[src/rtl/calc_seq.sv]
// calc_seq: signed WIDTH-bit accumulator calculator with a multi-cycle shift-add
// multiply, optional saturation and a DEPTH-entry circular undo history.
module calc_seq #(
    parameter int WIDTH    = 16,
    parameter int DEPTH    = 4,
    parameter int SATURATE = 0
) (
    input  logic                       clk,
    input  logic                       resetn,
    input  logic [WIDTH-1:0]           sw,
    input  logic                       btnl,
    input  logic                       btnc,
    input  logic                       btnr,
    input  logic                       btnd,
    input  logic                       btnu,
    output logic [WIDTH-1:0]           led,
    output logic                       ovf,
    output logic                       busy,
    output logic [$clog2(DEPTH+1)-1:0] hist_cnt
);
    localparam int SHW = $clog2(WIDTH);
    localparam int CW  = $clog2(DEPTH+1);
    localparam int PW  = (DEPTH > 1) ? $clog2(DEPTH) : 1;
    localparam logic [WIDTH-1:0] MAXV = {1'b0, {(WIDTH-1){1'b1}}};
    localparam logic [WIDTH-1:0] MINV = {1'b1, {(WIDTH-1){1'b0}}};

    localparam logic [2:0] OP_ADD  = 3'b000;
    localparam logic [2:0] OP_SUB  = 3'b001;
    localparam logic [2:0] OP_AND  = 3'b010;
    localparam logic [2:0] OP_OR   = 3'b011;
    localparam logic [2:0] OP_XOR  = 3'b100;
    localparam logic [2:0] OP_MUL  = 3'b101;
    localparam logic [2:0] OP_ASR  = 3'b110;
    localparam logic [2:0] OP_UNDO = 3'b111;

    typedef enum logic {S_IDLE, S_MUL} state_t;
    typedef struct packed {
        logic [WIDTH-1:0] acc;
        logic             ovf;
    } hist_t;

    state_t state, state_n;
    logic   btnd_q, btnu_q;
    logic   exec, clr;
    logic [2:0] op;
    logic [WIDTH-1:0] acc;

    hist_t          hist_mem [DEPTH];
    logic [PW-1:0]  wr_ptr, ptr_inc, ptr_dec;

    logic [2*WIDTH-1:0] m_cand, m_prod, m_add, prod_fin, prod_s;
    logic [WIDTH-1:0]   m_plier, acc_mag, sw_mag, mul_res;
    logic [WIDTH:0]     mul_hi;
    logic [SHW-1:0]     m_cnt;
    logic               m_neg, m_last, mul_ovf;

    logic [WIDTH:0]   sum_x, dif_x;
    logic [WIDTH-1:0] asr_res, commit_acc;
    logic             commit_ovf, commit, push, pop, cap;
    logic             sum_ovf, dif_ovf;

    assign exec = btnd & ~btnd_q;
    assign clr  = btnu & ~btnu_q;
    assign op   = {btnl, btnc, btnr};
    assign led  = acc;
    assign busy = (state == S_MUL);

    assign ptr_inc = (wr_ptr == PW'(DEPTH-1)) ? '0 : wr_ptr + 1'b1;
    assign ptr_dec = (wr_ptr == '0) ? PW'(DEPTH-1) : wr_ptr - 1'b1;

    // One extra sign bit exposes both the overflow and the true sign of the result.
    assign sum_x   = {acc[WIDTH-1], acc} + {sw[WIDTH-1], sw};
    assign dif_x   = {acc[WIDTH-1], acc} - {sw[WIDTH-1], sw};
    assign sum_ovf = sum_x[WIDTH] ^ sum_x[WIDTH-1];
    assign dif_ovf = dif_x[WIDTH] ^ dif_x[WIDTH-1];
    assign asr_res = $signed(acc) >>> sw[SHW-1:0];

    function automatic logic [WIDTH-1:0] clamp(input logic [WIDTH:0] v, input logic ov);
        if (SATURATE != 0 && ov) return v[WIDTH] ? MINV : MAXV;
        return v[WIDTH-1:0];
    endfunction

    // Multiply runs on magnitudes; the most negative value still fits as unsigned.
    assign acc_mag  = acc[WIDTH-1] ? (~acc + 1'b1) : acc;
    assign sw_mag   = sw[WIDTH-1] ? (~sw + 1'b1) : sw;
    assign m_add    = m_plier[0] ? m_cand : '0;
    assign prod_fin = m_prod + m_add;
    assign prod_s   = m_neg ? (~prod_fin + 1'b1) : prod_fin;
    assign mul_hi   = prod_s[2*WIDTH-1:WIDTH-1];
    assign mul_ovf  = ~((&mul_hi) | ~(|mul_hi));
    assign mul_res  = (SATURATE != 0 && mul_ovf) ? (m_neg ? MINV : MAXV) : prod_s[WIDTH-1:0];
    assign m_last   = (m_cnt == SHW'(WIDTH-1));

    always_ff @(posedge clk or negedge resetn) begin
        if (!resetn) state <= S_IDLE;
        else         state <= state_n;
    end

    always_comb begin
        state_n    = state;
        cap        = 1'b0;
        commit     = 1'b0;
        push       = 1'b0;
        pop        = 1'b0;
        commit_acc = acc;
        commit_ovf = ovf;
        if (clr) begin
            state_n = S_IDLE;
        end else begin
            case (state)
                S_IDLE: begin
                    if (exec) begin
                        case (op)
                            OP_ADD: begin
                                commit = 1'b1; push = 1'b1;
                                commit_acc = clamp(sum_x, sum_ovf);
                                commit_ovf = sum_ovf;
                            end
                            OP_SUB: begin
                                commit = 1'b1; push = 1'b1;
                                commit_acc = clamp(dif_x, dif_ovf);
                                commit_ovf = dif_ovf;
                            end
                            OP_AND: begin
                                commit = 1'b1; push = 1'b1;
                                commit_acc = acc & sw; commit_ovf = 1'b0;
                            end
                            OP_OR: begin
                                commit = 1'b1; push = 1'b1;
                                commit_acc = acc | sw; commit_ovf = 1'b0;
                            end
                            OP_XOR: begin
                                commit = 1'b1; push = 1'b1;
                                commit_acc = acc ^ sw; commit_ovf = 1'b0;
                            end
                            OP_ASR: begin
                                commit = 1'b1; push = 1'b1;
                                commit_acc = asr_res; commit_ovf = 1'b0;
                            end
                            OP_MUL: begin
                                cap     = 1'b1;
                                state_n = S_MUL;
                            end
                            OP_UNDO: begin
                                if (hist_cnt != '0) begin
                                    commit = 1'b1; pop = 1'b1;
                                    commit_acc = hist_mem[ptr_dec].acc;
                                    commit_ovf = hist_mem[ptr_dec].ovf;
                                end
                            end
                            default: ;
                        endcase
                    end
                end
                S_MUL: begin
                    if (m_last) begin
                        state_n    = S_IDLE;
                        commit     = 1'b1;
                        push       = 1'b1;
                        commit_acc = mul_res;
                        commit_ovf = mul_ovf;
                    end
                end
                default: state_n = S_IDLE;
            endcase
        end
    end

    always_ff @(posedge clk or negedge resetn) begin
        if (!resetn) begin
            btnd_q   <= 1'b0;
            btnu_q   <= 1'b0;
            acc      <= '0;
            ovf      <= 1'b0;
            hist_cnt <= '0;
            wr_ptr   <= '0;
            m_cand   <= '0;
            m_prod   <= '0;
            m_plier  <= '0;
            m_neg    <= 1'b0;
            m_cnt    <= '0;
        end else begin
            btnd_q <= btnd;
            btnu_q <= btnu;
            if (clr) begin
                acc      <= '0;
                ovf      <= 1'b0;
                hist_cnt <= '0;
                wr_ptr   <= '0;
            end else begin
                if (cap) begin
                    m_cand  <= {{WIDTH{1'b0}}, acc_mag};
                    m_plier <= sw_mag;
                    m_prod  <= '0;
                    m_neg   <= acc[WIDTH-1] ^ sw[WIDTH-1];
                    m_cnt   <= '0;
                end else if (state == S_MUL) begin
                    m_prod  <= prod_fin;
                    m_cand  <= m_cand << 1;
                    m_plier <= m_plier >> 1;
                    m_cnt   <= m_cnt + 1'b1;
                end
                if (commit) begin
                    acc <= commit_acc;
                    ovf <= commit_ovf;
                end
                if (push) begin
                    wr_ptr <= ptr_inc;
                    if (hist_cnt != CW'(DEPTH)) hist_cnt <= hist_cnt + 1'b1;
                end else if (pop) begin
                    wr_ptr   <= ptr_dec;
                    hist_cnt <= hist_cnt - 1'b1;
                end
            end
        end
    end

    // History storage needs no reset; hist_cnt qualifies every read.
    always_ff @(posedge clk) begin
        if (!clr && push) hist_mem[wr_ptr] <= '{acc: acc, ovf: ovf};
    end

endmodule

[config.mk]
export PLATFORM = sky130hd
export DESIGN_NAME = calc_seq
export DESIGN_NICKNAME = d
export VERILOG_FILES = /design/src/rtl/calc_seq.sv
export SDC_FILE = /design/constraint.sdc
export NUM_CORES = 1
export LEC_CHECK = 0
export CAP_MARGIN = 30
export CORE_ASPECT_RATIO = 1.25
export CORE_MARGIN = 10
export CORE_UTILIZATION = 42
export DETAILED_ROUTE_END_ITERATION = 16
export GPL_TIMING_DRIVEN = 0
export SLEW_MARGIN = 20
export SYNTH_ARGS = -nofsm -noshare
export SYNTH_HDL_FRONTEND = slang
export SYNTH_SLANG_ARGS = --single-unit
export TNS_END_PERCENT = 1
[constraint.sdc]
create_clock -name clk -period 8.5 [get_ports clk]
set_input_delay 1.7 -clock clk [delete_from_list [all_inputs] [get_ports clk]]
set_output_delay 1.7 -clock clk [all_outputs]
set_load 0.01 [all_outputs]
==> flow_metrics.tcl, run 1 <==
set metrics [dict create \
    syn_nets 1674 \
    dp_cells 2023 \
    p_per_area_nw_per_um2 299 \
    slew_headroom 0.370 \
    fmax_mhz 158 \
    die_area_um2 41000 \
    hold_viol_final 0 \
    vdd_ir_drop_max_mv 0.180 \
    period_share 0.743 \
    io_buffers 42 \
    die_x_um 183 \
    p_leak_nw 6.23 \
    drt_wl_total_um 50600 \
    tns_ns 0 \
    grt-ovfl-total 0 \
    root_buffer "clkbuf_16" \
    area_delta_synth_final_pct 11.4 \
    clock_path_buffers 2 \
    seq_area_frac_synth 0.343 \
    cts_sinks 178 \
    critPathRequiredTime_ns 8.88 \
    path_max_fanout 7 \
    synth_top_area_frac 0.197 \
    synth.avg_cell_area_um2 8.97 \
    synth_area_um2 14000 \
    final-max-slew-violation-count 0 \
    drcViolationCount 0 \
    crit_path_start_kind "input port" \
    synth.area.top_cells "dfrtp_1 20%, edfxtp_1 15%, ha_1 7.8%, o21ai_0 5.2%, a21oi_1 4.0%" \
    maxCapViolCount 0 \
    dominantRegCellSynth "dfrtp_1" \
    cp.arrival_ns 6.70 \
    num_io_pins 44 \
    n_fill_cell 3258 \
    nNetsFinal 1740 \
    ys.warnings.count 0 \
    worstSetupPathType "input port to flip-flop" \
    hold_buffers 0 \
    cts_resized 0 \
    async_flop_share 0.618 \
    timing.critical_path.to_type "flip-flop" \
    setup_viol 0 \
    instances_no_fill 2057 \
    grtUsageTotal 0.244 \
    synth.distinct_cells 92 \
    skew_ns 0.0199 \
    drt_iter0_markers 1038 \
    seq_area_um2 4790 \
    rows 74 \
    drt-pass1-iter-count 6 \
    die_h_um 224 \
    clk_pin_slew_ns 0.09 \
    dp_hpwl_um 38900 \
    synth_common_cells "144 x o21ai_0, 137 x nand2_1, 111 x a21oi_1" \
    layout-drive-gt1-share 0.0598 \
    vias_per_cell 6.38 \
    start_util 0.427 \
    multiInputGateArea_um2 8600 \
    n_antenna_cell 0 \
    ant_nets 0 \
    reg2regPathDepth 16 \
    hold_class "flip-flop to flip-flop" \
    cts_setup_buffers 0 \
    antenna_found_initial 1 \
    h-tree-depth 4 \
    synth_edf_count 68 \
    grt_setup_unrepaired "false" \
    gp_congestion 0.989 \
    worst_slew_pin_slew_ns 0.945 \
    grt_max_degree 73 \
    status "finished, final reports clean" \
    netlist_instances 1560 \
    clk_latency_ns 0.46 \
    finalCriticalPeriod_ns 6.32 \
    vias 13100 \
    cts_tree "done" \
    wl_per_cell_um 24.6 \
    yosysTopAreaCell "dfrtp_1" \
    grt_pass1_vias 12900 \
    core_um2 32800 \
    cts_buffers 17 \
    yosysMostFrequentCell "o21ai_0" \
    whs_path_depth 2 \
    synth-seq-cells 178 \
    grt_first_pass_wirelength_um 77400 \
]
path summary, 6_finish.rpt:
path | startpoint | endpoint | slack [ns]
setup / recovery | sw[1] | ovf | 2.18
hold / removal | m_prod[13] | m_prod[13] | 0.49
setup reg to reg | m_plier[0] | ovf | 2.55
hold reg to reg | m_prod[13] | m_prod[13] | 0.49
max in group asynchronous | resetn | m_neg | 6.61
min in group asynchronous | resetn | m_plier[11] | 1.15
worst max-delay path, cell delays in order:
cell,delay [ns]
clkdlybuf4s50_1,0.56
clkbuf_1,0.40
inv_1,0.34
fa_1,0.56
nor2b_1,0.17
o211ai_1,0.25
a21oi_1,0.17
o31ai_1,0.59
o41ai_1,0.28
o31a_1,0.37
or4_1,0.43
o211ai_1,0.20
a211o_1,0.12
a32oi_1,0.14
and4bb_1,0.26
a32oi_1,0.16
where the power goes:
group | switching, mW | total [mW] | internal (mW)
combinational | 1.54 | 2.55 | 1.00
clock | 0.390 | 0.782 | 0.391
sequential | 0.250 | 1.32 | 1.07
cell type report:
cell class,instances,share of cell area
Multi-Input combinational cell,1228,0.552
Sequential cell,178,0.308
Tap cell,418,0.0336
Timing Repair Buffer,47,0.0316
Clock buffer,18,0.0276
Buffer,93,0.0235
Inverter,61,0.0147
Clock inverter,14,0.00924
state kept, by name, summed over array words and instances (netlist names):
name      count
busy          1
hist_mem     68
led          16
m_cand       32
hist_cnt      3
btnu_q        1
ovf           1
wr_ptr        2
m_plier      16
m_prod       32
m_neg         1
btnd_q        1
m_cnt         4
per-stage QoR:
stage | area (um2) | total power [mW] | hold WS, ns | worst slack [ns] | utilization
after CTS | 15500 | 4.61 | 0.493 | 2.35 | 0.474
final | 15600 | 4.65 | 0.490 | 2.18 | 0.475
after global routing | 15600 | 4.92 | 0.517 | 2.02 | 0.475
after global placement | 14900 | 3.80 | 0.468 | 1.16 | 0.455
after detailed placement | 15000 | 3.82 | 0.477 | 1.85 | 0.457
after floorplan | 14000 | 2.97 | 0.449 | 3.56 | -
kinds of logic (layout without fill, tap and decap cells):
logic type | after synthesis | after routing | share of synthesized area
AOI/OAI and AO/OA | 555 | 555 | 0.265
xor gates and xnor gates | 70 | 70 | 0.0444
adders and majority gates | 91 | 91 | 0.0836
buffers and inverters | 154 | 233 | 0.0426
DFF | 178 | 178 | 0.343
muxes | 38 | 38 | 0.0489
and+or+nand+nor | 474 | 474 | 0.173
metal layers:
layer	part of all wire	vias up	track usage	wire [um]
met4	0.060	2	0.137	3050
li1	-	6030	-	-
met5	0.00026	-	0	13
met2	0.49	501	0.419	24700
met3	0.052	137	0.0372	2640
met1	0.40	6445	0.286	20200
placed cells by master (no fill, tap or decap), drive strengths merged, types with 22 or more instances in the layout:
cell	Yosys	routed
a22oi	27	27
nor3	29	29
inv	59	66
nor2	98	98
a21oi	112	112
dfrtp	110	110
edfxtp	68	68
o21ai	149	149
ha	87	87
clkdlybuf4s50	0	41
a22o	37	37
and2	43	43
xnor2	54	54
nand2	137	137
o211ai	23	23
clkbuf	88	106
and3	22	22
mux4	24	24
nand3	31	31
No activity file was read; power rests on OpenSTA's default activity.
==> run 2: changes to the inputs <==
==> constraint.sdc (replaced) <==
create_clock -name clk -period 5.1 [get_ports clk]
set_input_delay 1.02 -clock clk [delete_from_list [all_inputs] [get_ports clk]]
set_output_delay 1.02 -clock clk [all_outputs]
set_load 0.01 [all_outputs]
==> flow_metrics.tcl, run 2 (synthesized netlist as in run 1, its figures left out) <==
set metrics [dict create \
    drt_iter0_markers 1063 \
    p_per_area_nw_per_um2 507 \
    n_antenna_cell 0 \
    cp.arrival_ns 5.32 \
    layout-drive-gt1-share 0.0890 \
    setup_viol 0 \
    path_max_fanout 7 \
    layout_commonest_cell "o21ai_0" \
    worst_slew_pin_slew_ns 0.937 \
    fmax_mhz 203 \
    instances_no_fill 2070 \
    grt_first_pass_wirelength_um 77800 \
    ant_nets 0 \
    skew_ns 0.0173 \
    hold_class "input port to asynchronous set/reset pin" \
    slew_headroom 0.375 \
    timing.critical_path.to_type "flip-flop" \
    p_leak_nw 6.34 \
    grt_pass1_vias 12900 \
    num_io_pins 44 \
    finalCriticalPeriod_ns 4.94 \
    area_delta_synth_final_pct 13.9 \
    rows 74 \
    status "finished, final reports clean" \
    root_buffer "clkbuf_16" \
    cts_tree "done" \
    antenna_found_initial 1 \
    layout_common_cells "141 x o21ai_0, 137 x nand2_1, 109 x dfrtp_1" \
    cts_sinks 178 \
    clk_latency_ns 0.46 \
    dp_cells 2023 \
    largest_register "hist_mem" \
    die_area_um2 41000 \
    drcViolationCount 0 \
    swShare 0.463 \
    io_buffers 42 \
    core_um2 32800 \
    gp_congestion 0.989 \
    wl_per_cell_um 24.7 \
    drt-pass1-iter-count 5 \
    grt-ovfl-total 0 \
    comb_power_share 0.566 \
    power.total_mw 8.07 \
    hold_viol_final 0 \
    critPathRequiredTime_ns 5.48 \
    drt_wl_total_um 51000 \
    top_regs "hist_mem x68, m_cand x32, m_prod x32" \
    die_x_um 183 \
    grtUsageTotal 0.245 \
    vias 13200 \
    grt_max_degree 73 \
    largest_reg_flops 68 \
    vdd_ir_drop_max_mv 0.292 \
    p_seq_frac 0.273 \
    hold_buffers 0 \
    h-tree-depth 4 \
    start_util 0.427 \
    clk_pin_slew_ns 0.08 \
    setup_ws_ns 0.162 \
    dp_slack_ns -0.867 \
    p_sw_mw 3.74 \
    cell_internal_pwr_mw 4.34 \
    clock_path_buffers 2 \
    worstSetupPathType "input port to flip-flop" \
    period_share 0.968 \
    die_h_um 224 \
    vias_per_cell 6.39 \
    nNetsFinal 1753 \
    final-max-slew-violation-count 0 \
    tns_ns 0 \
    maxCapViolCount 0 \
    crit_path_start_kind "input port" \
    dp_hpwl_um 38900 \
    cts_buffers 17 \
    p_clk_frac 0.161 \
]
[run 2: cell count changes in the layout (fill, tap and decap cells not counted), sizes merged]
| cell | previous run | this run |
|---|---|---|
| clkinvlp | 1 | 2 |
| clkbuf | 106 | 102 |
| buf | 11 | 28 |
| inv | 66 | 65 |
[run 2: routing by layer]
metal  wire, um  GRT usage
met5         13          0
met3       2850     0.0385
met2      25100      0.423
met1      20200      0.286
met4       2920      0.132
[run 2: final cells by class]
| type | count | area (um2) |
|---|---|---|
| fill | 3227 | 16900 |
| multi-input combinational | 1228 | 8810 |
| sequential | 178 | 4800 |
| timing repair buffer | 62 | 604 |
| tap | 418 | 523 |
| clock buffer | 18 | 429 |
| buffer | 91 | 388 |
| inverter | 61 | 233 |
| clock inverter | 14 | 144 |
[run 2: worst paths after layout]
kind                                to       start  slack [ns]  cells after the start
hold / removal             m_plier[11]      resetn        0.47                      1
max in group asynchronous   m_cand[28]      resetn        3.90                      2
min in group clk            m_prod[13]  m_prod[13]        0.49                      2
hold reg to reg             m_prod[13]  m_prod[13]        0.49                      2
setup reg to reg                   ovf  m_plier[0]        0.20                     15
setup / recovery                   ovf       sw[1]        0.16                     16
[run 2: through the flow]
| step | utilization | hold slack, ns | area, um2 |
|---|---|---|---|
| 2_1_floorplan | - | 0.449 | 14000 |
| 4_1_cts | 0.478 | 0.474 | 15700 |
| 6_report | 0.486 | 0.471 | 15900 |
| 3_5_place_dp | 0.457 | 0.477 | 15000 |
| 3_3_place_gp | 0.455 | 0.468 | 14900 |
| 5_1_grt | 0.486 | 0.494 | 15900 |
[run 2: critical path, cell delays in order]
cell	delay (ns)
clkdlybuf4s50_1	0.56
clkbuf_4	0.26
clkinvlp_4	0.17
fa_1	0.51
nor2b_1	0.18
o211ai_1	0.22
a21oi_1	0.17
o31ai_2	0.38
o41ai_2	0.17
o31a_1	0.36
or4_1	0.43
o211ai_1	0.18
a211o_1	0.14
a32oi_2	0.13
and4bb_1	0.26
a32oi_1	0.16
[run 2: what timing repair did]
action                                  CTS  global route
setup buffers                             5            10
pin swaps                                 2             9
endpoints found under the setup margin    3             2
resized for setup                        18            43
[run 2: power by group through the flow]
| stage | clock [mW] | combinational (mW) | sequential, mW |
|---|---|---|---|
| after floorplan | 0 | 2.92 | 2.04 |
| after global placement | 0 | 4.12 | 2.21 |
| after detailed placement | 0 | 4.15 | 2.21 |
| after CTS | 1.33 | 4.26 | 2.19 |
| after global routing | 1.38 | 4.93 | 2.22 |
| final | 1.30 | 4.57 | 2.20 |
==> RTL change (flow settings as in run 1) <==
Change the parameter `DEPTH` from 4 to 2.
--- a/src/rtl/calc_seq.sv
+++ b/src/rtl/calc_seq.sv
@@ -3,5 +3,5 @@
 module calc_seq #(
     parameter int WIDTH    = 16,
-    parameter int DEPTH    = 4,
+    parameter int DEPTH    = 2,
     parameter int SATURATE = 0
 ) (
Ports: changed (resized hist_cnt); port bits go from 44 to 43. The function was not compared with the original's and may differ.
==> RTL change against run 1 <==
Hold slack gained 8.5 ps. Sequential cell count shrank 36. Power shrank 29%. Worst setup slack got worse by 550 ps. Synthesized area down 9.3%. Cell area decreased by 8.5%. Global-route usage up 0.33 points. Critical endpoint unchanged. Wire length decreased by 6.3%. Largest power group unchanged.
==> RTL change: results (changes against run 1) <==
Synthesis
  – Distinct cell type count after synthesis: 84 (-8.7%)
  – Count of flip-flops with a built-in enable after synthesis: 34 (-50%)
  – Synthesized area per cell: 8.275 sq um (-7.7%)
  – Ys flop type: dfrtp_1
  – YS warnings: 0 (unchanged)
  – Sequential area share after synthesis: 29.35% (-4.9 points)
  – Post-Syn Nets: 1642 (-1.9%)
  – Synth top cells by count: 136 x a21oi_1, 119 x nand2_1, 108 x dfrtp_1, 102 x clkbuf_1, 98 x o21ai_0
  – Async set-reset flop share out of synthesis: 76.06% (+14 points)
  – Synth top area cells: dfrtp_1 21%, ha_1 8.2%, edfxtp_1 8.0%

Route
  – DRT iter0 DRCs: 1140 (+9.8%)
  – DR pass1 iterations: 6 (unchanged)
  – Total wire length: 47430 um (-6.3%)
  – WL per Instance: 23.58 um (-4.1%)
  – Vias: 12438 (-5.2%)

Placement
  – Placed insts: 1978 (-2.2%)
  – Dpl cell area: 13650 sq um (-8.8%)
  – Pre-CTS setup slack: 1371 ps (-482.6 ps)
  – Gpl congestion: 0.9645 (-2.4%)
  – Detail Placement HPWL: 37020 um (-4.8%)
  – IO Port Bufs: 42 (unchanged)

CTS
  – Clk buf depth: 2 (unchanged)
  – Postcts setup bufs: 0 (unchanged)
  – PostCTS Resize Cnt: 0 (unchanged)
  – Clock transition at path regs: 70 ps (-20 ps)
  – Skew-Pair Late Insertion Delay: between 400 and 500 ps
  – TritonCTS buffer count: 17 (unchanged)
  – Htree depth: 4 (unchanged)
  – Clock root cell: clkbuf_16

Global routing
  – M2 GR Usage: 44.30% (+2.4 points)
  – Met3 usage: 3.065% (-0.66 points)
  – Initial antenna violation count: 0 (-1)
  – Met1 Use GR: 27.13% (-1.4 points)
  – GR Util All Layers: 24.75% (+0.33 points)
  – First-pass GRT wire length: 72730 um (-6.1%)
  – Largest net degree at the start of global routing: 73 (unchanged)

Power
  – Sw Pwr: 1.425 mW (-35%)
  – Lkg Pwr: 5.883 nW (-5.6%)
  – Peak VDD IR: 0.0001373 V (-24%)

Worst setup path
  – Critical Path AT: 7170 ps (+470 ps)
  – Largest fanout on the critical path: 10 (+3)
  – Family with the most delay on the worst path: compound AO/OA/AOI/OAI gates
  – Crit path largest cell delay: 690 ps (+100 ps)
  – Slowest CP cell: clkdlybuf4s50_1

Cells and area
  – Nets: 1706 (-2.0%)
  – Largest registers: hist_mem (34), m_cand (32), m_prod (32)
  – N_diodes: 0 (unchanged)
  – Share of post-route cells with drive strength above 1: 4.037% (-1.9 points)

Outcome
  – Status: finished, final reports clean

Worst hold path
  – Hold Crit Class: register to register

STA
  – Clock Skew: 12.65 ps (-7.269 ps)
  – Least-Margin Pin Slew: 928.7 ps (-16.24 ps)
## RTL change: kinds of logic after synthesis
family                     share of synthesized area (%)
AOI/OAI and AO/OA                                  29.33
and+or+nand+nor                                    17.55
buffers and inverters                              5.237
DFF                                                29.35
adders and majority gates                          8.660
xor gates and xnor gates                           5.454
muxes                                              4.419
## RTL change: routing by layer
metal	vias to the layer above	routed length (um)
met5	-	0
met4	0	3047
met3	148	1869
met2	419	24050
met1	5990	18460
li1	5881	-
## RTL change: power by group through the flow
stage | Clock, mW | Sequential, mW | Combinational [mW]
final | 0.783 | 0.944 | 1.56
after CTS | 0.788 | 0.940 | 1.54
after global placement | 0 | 0.949 | 1.52
after detailed placement | 0 | 0.951 | 1.53
after floorplan | 0 | 0.910 | 1.08
after global routing | 0.818 | 0.957 | 1.70
## RTL change: path summary, 6_finish.rpt
kind / to / slack (ps) / cells past startpoint / start
worst max-delay path: ovf$_DFFE_PN0P_ / 1630 / 18 / sw[1]
worst min-delay path: m_prod[13]$_DFFE_PN0P_ / 500 / 2 / m_prod[13]$_DFFE_PN0P_
worst max register to register: ovf$_DFFE_PN0P_ / 2420 / 18 / m_plier[0]$_DFFE_PN0P_
worst min register to register: m_prod[13]$_DFFE_PN0P_ / 500 / 2 / m_prod[13]$_DFFE_PN0P_
max in group asynchronous: m_plier[6]$_DFFE_PN0P_ / 6620 / 2 / resetn
min in group asynchronous: btnd_q$_DFF_PN0_ / 1140 / 1 / resetn
## RTL change: layout make-up
| class | count | area, sq um |
|---|---|---|
| clock inverters | 13 | 145.1 |
| multi-input cells | 1217 | 8300 |
| plain buffers | 111 | 427.9 |
| fillers | 2979 | 15690 |
| repair buffers | 45 | 465.4 |
| well taps | 401 | 501.7 |
| inverters | 63 | 236.5 |
| clock buffers | 19 | 442.9 |
| flip-flops and latches | 142 | 3724 |
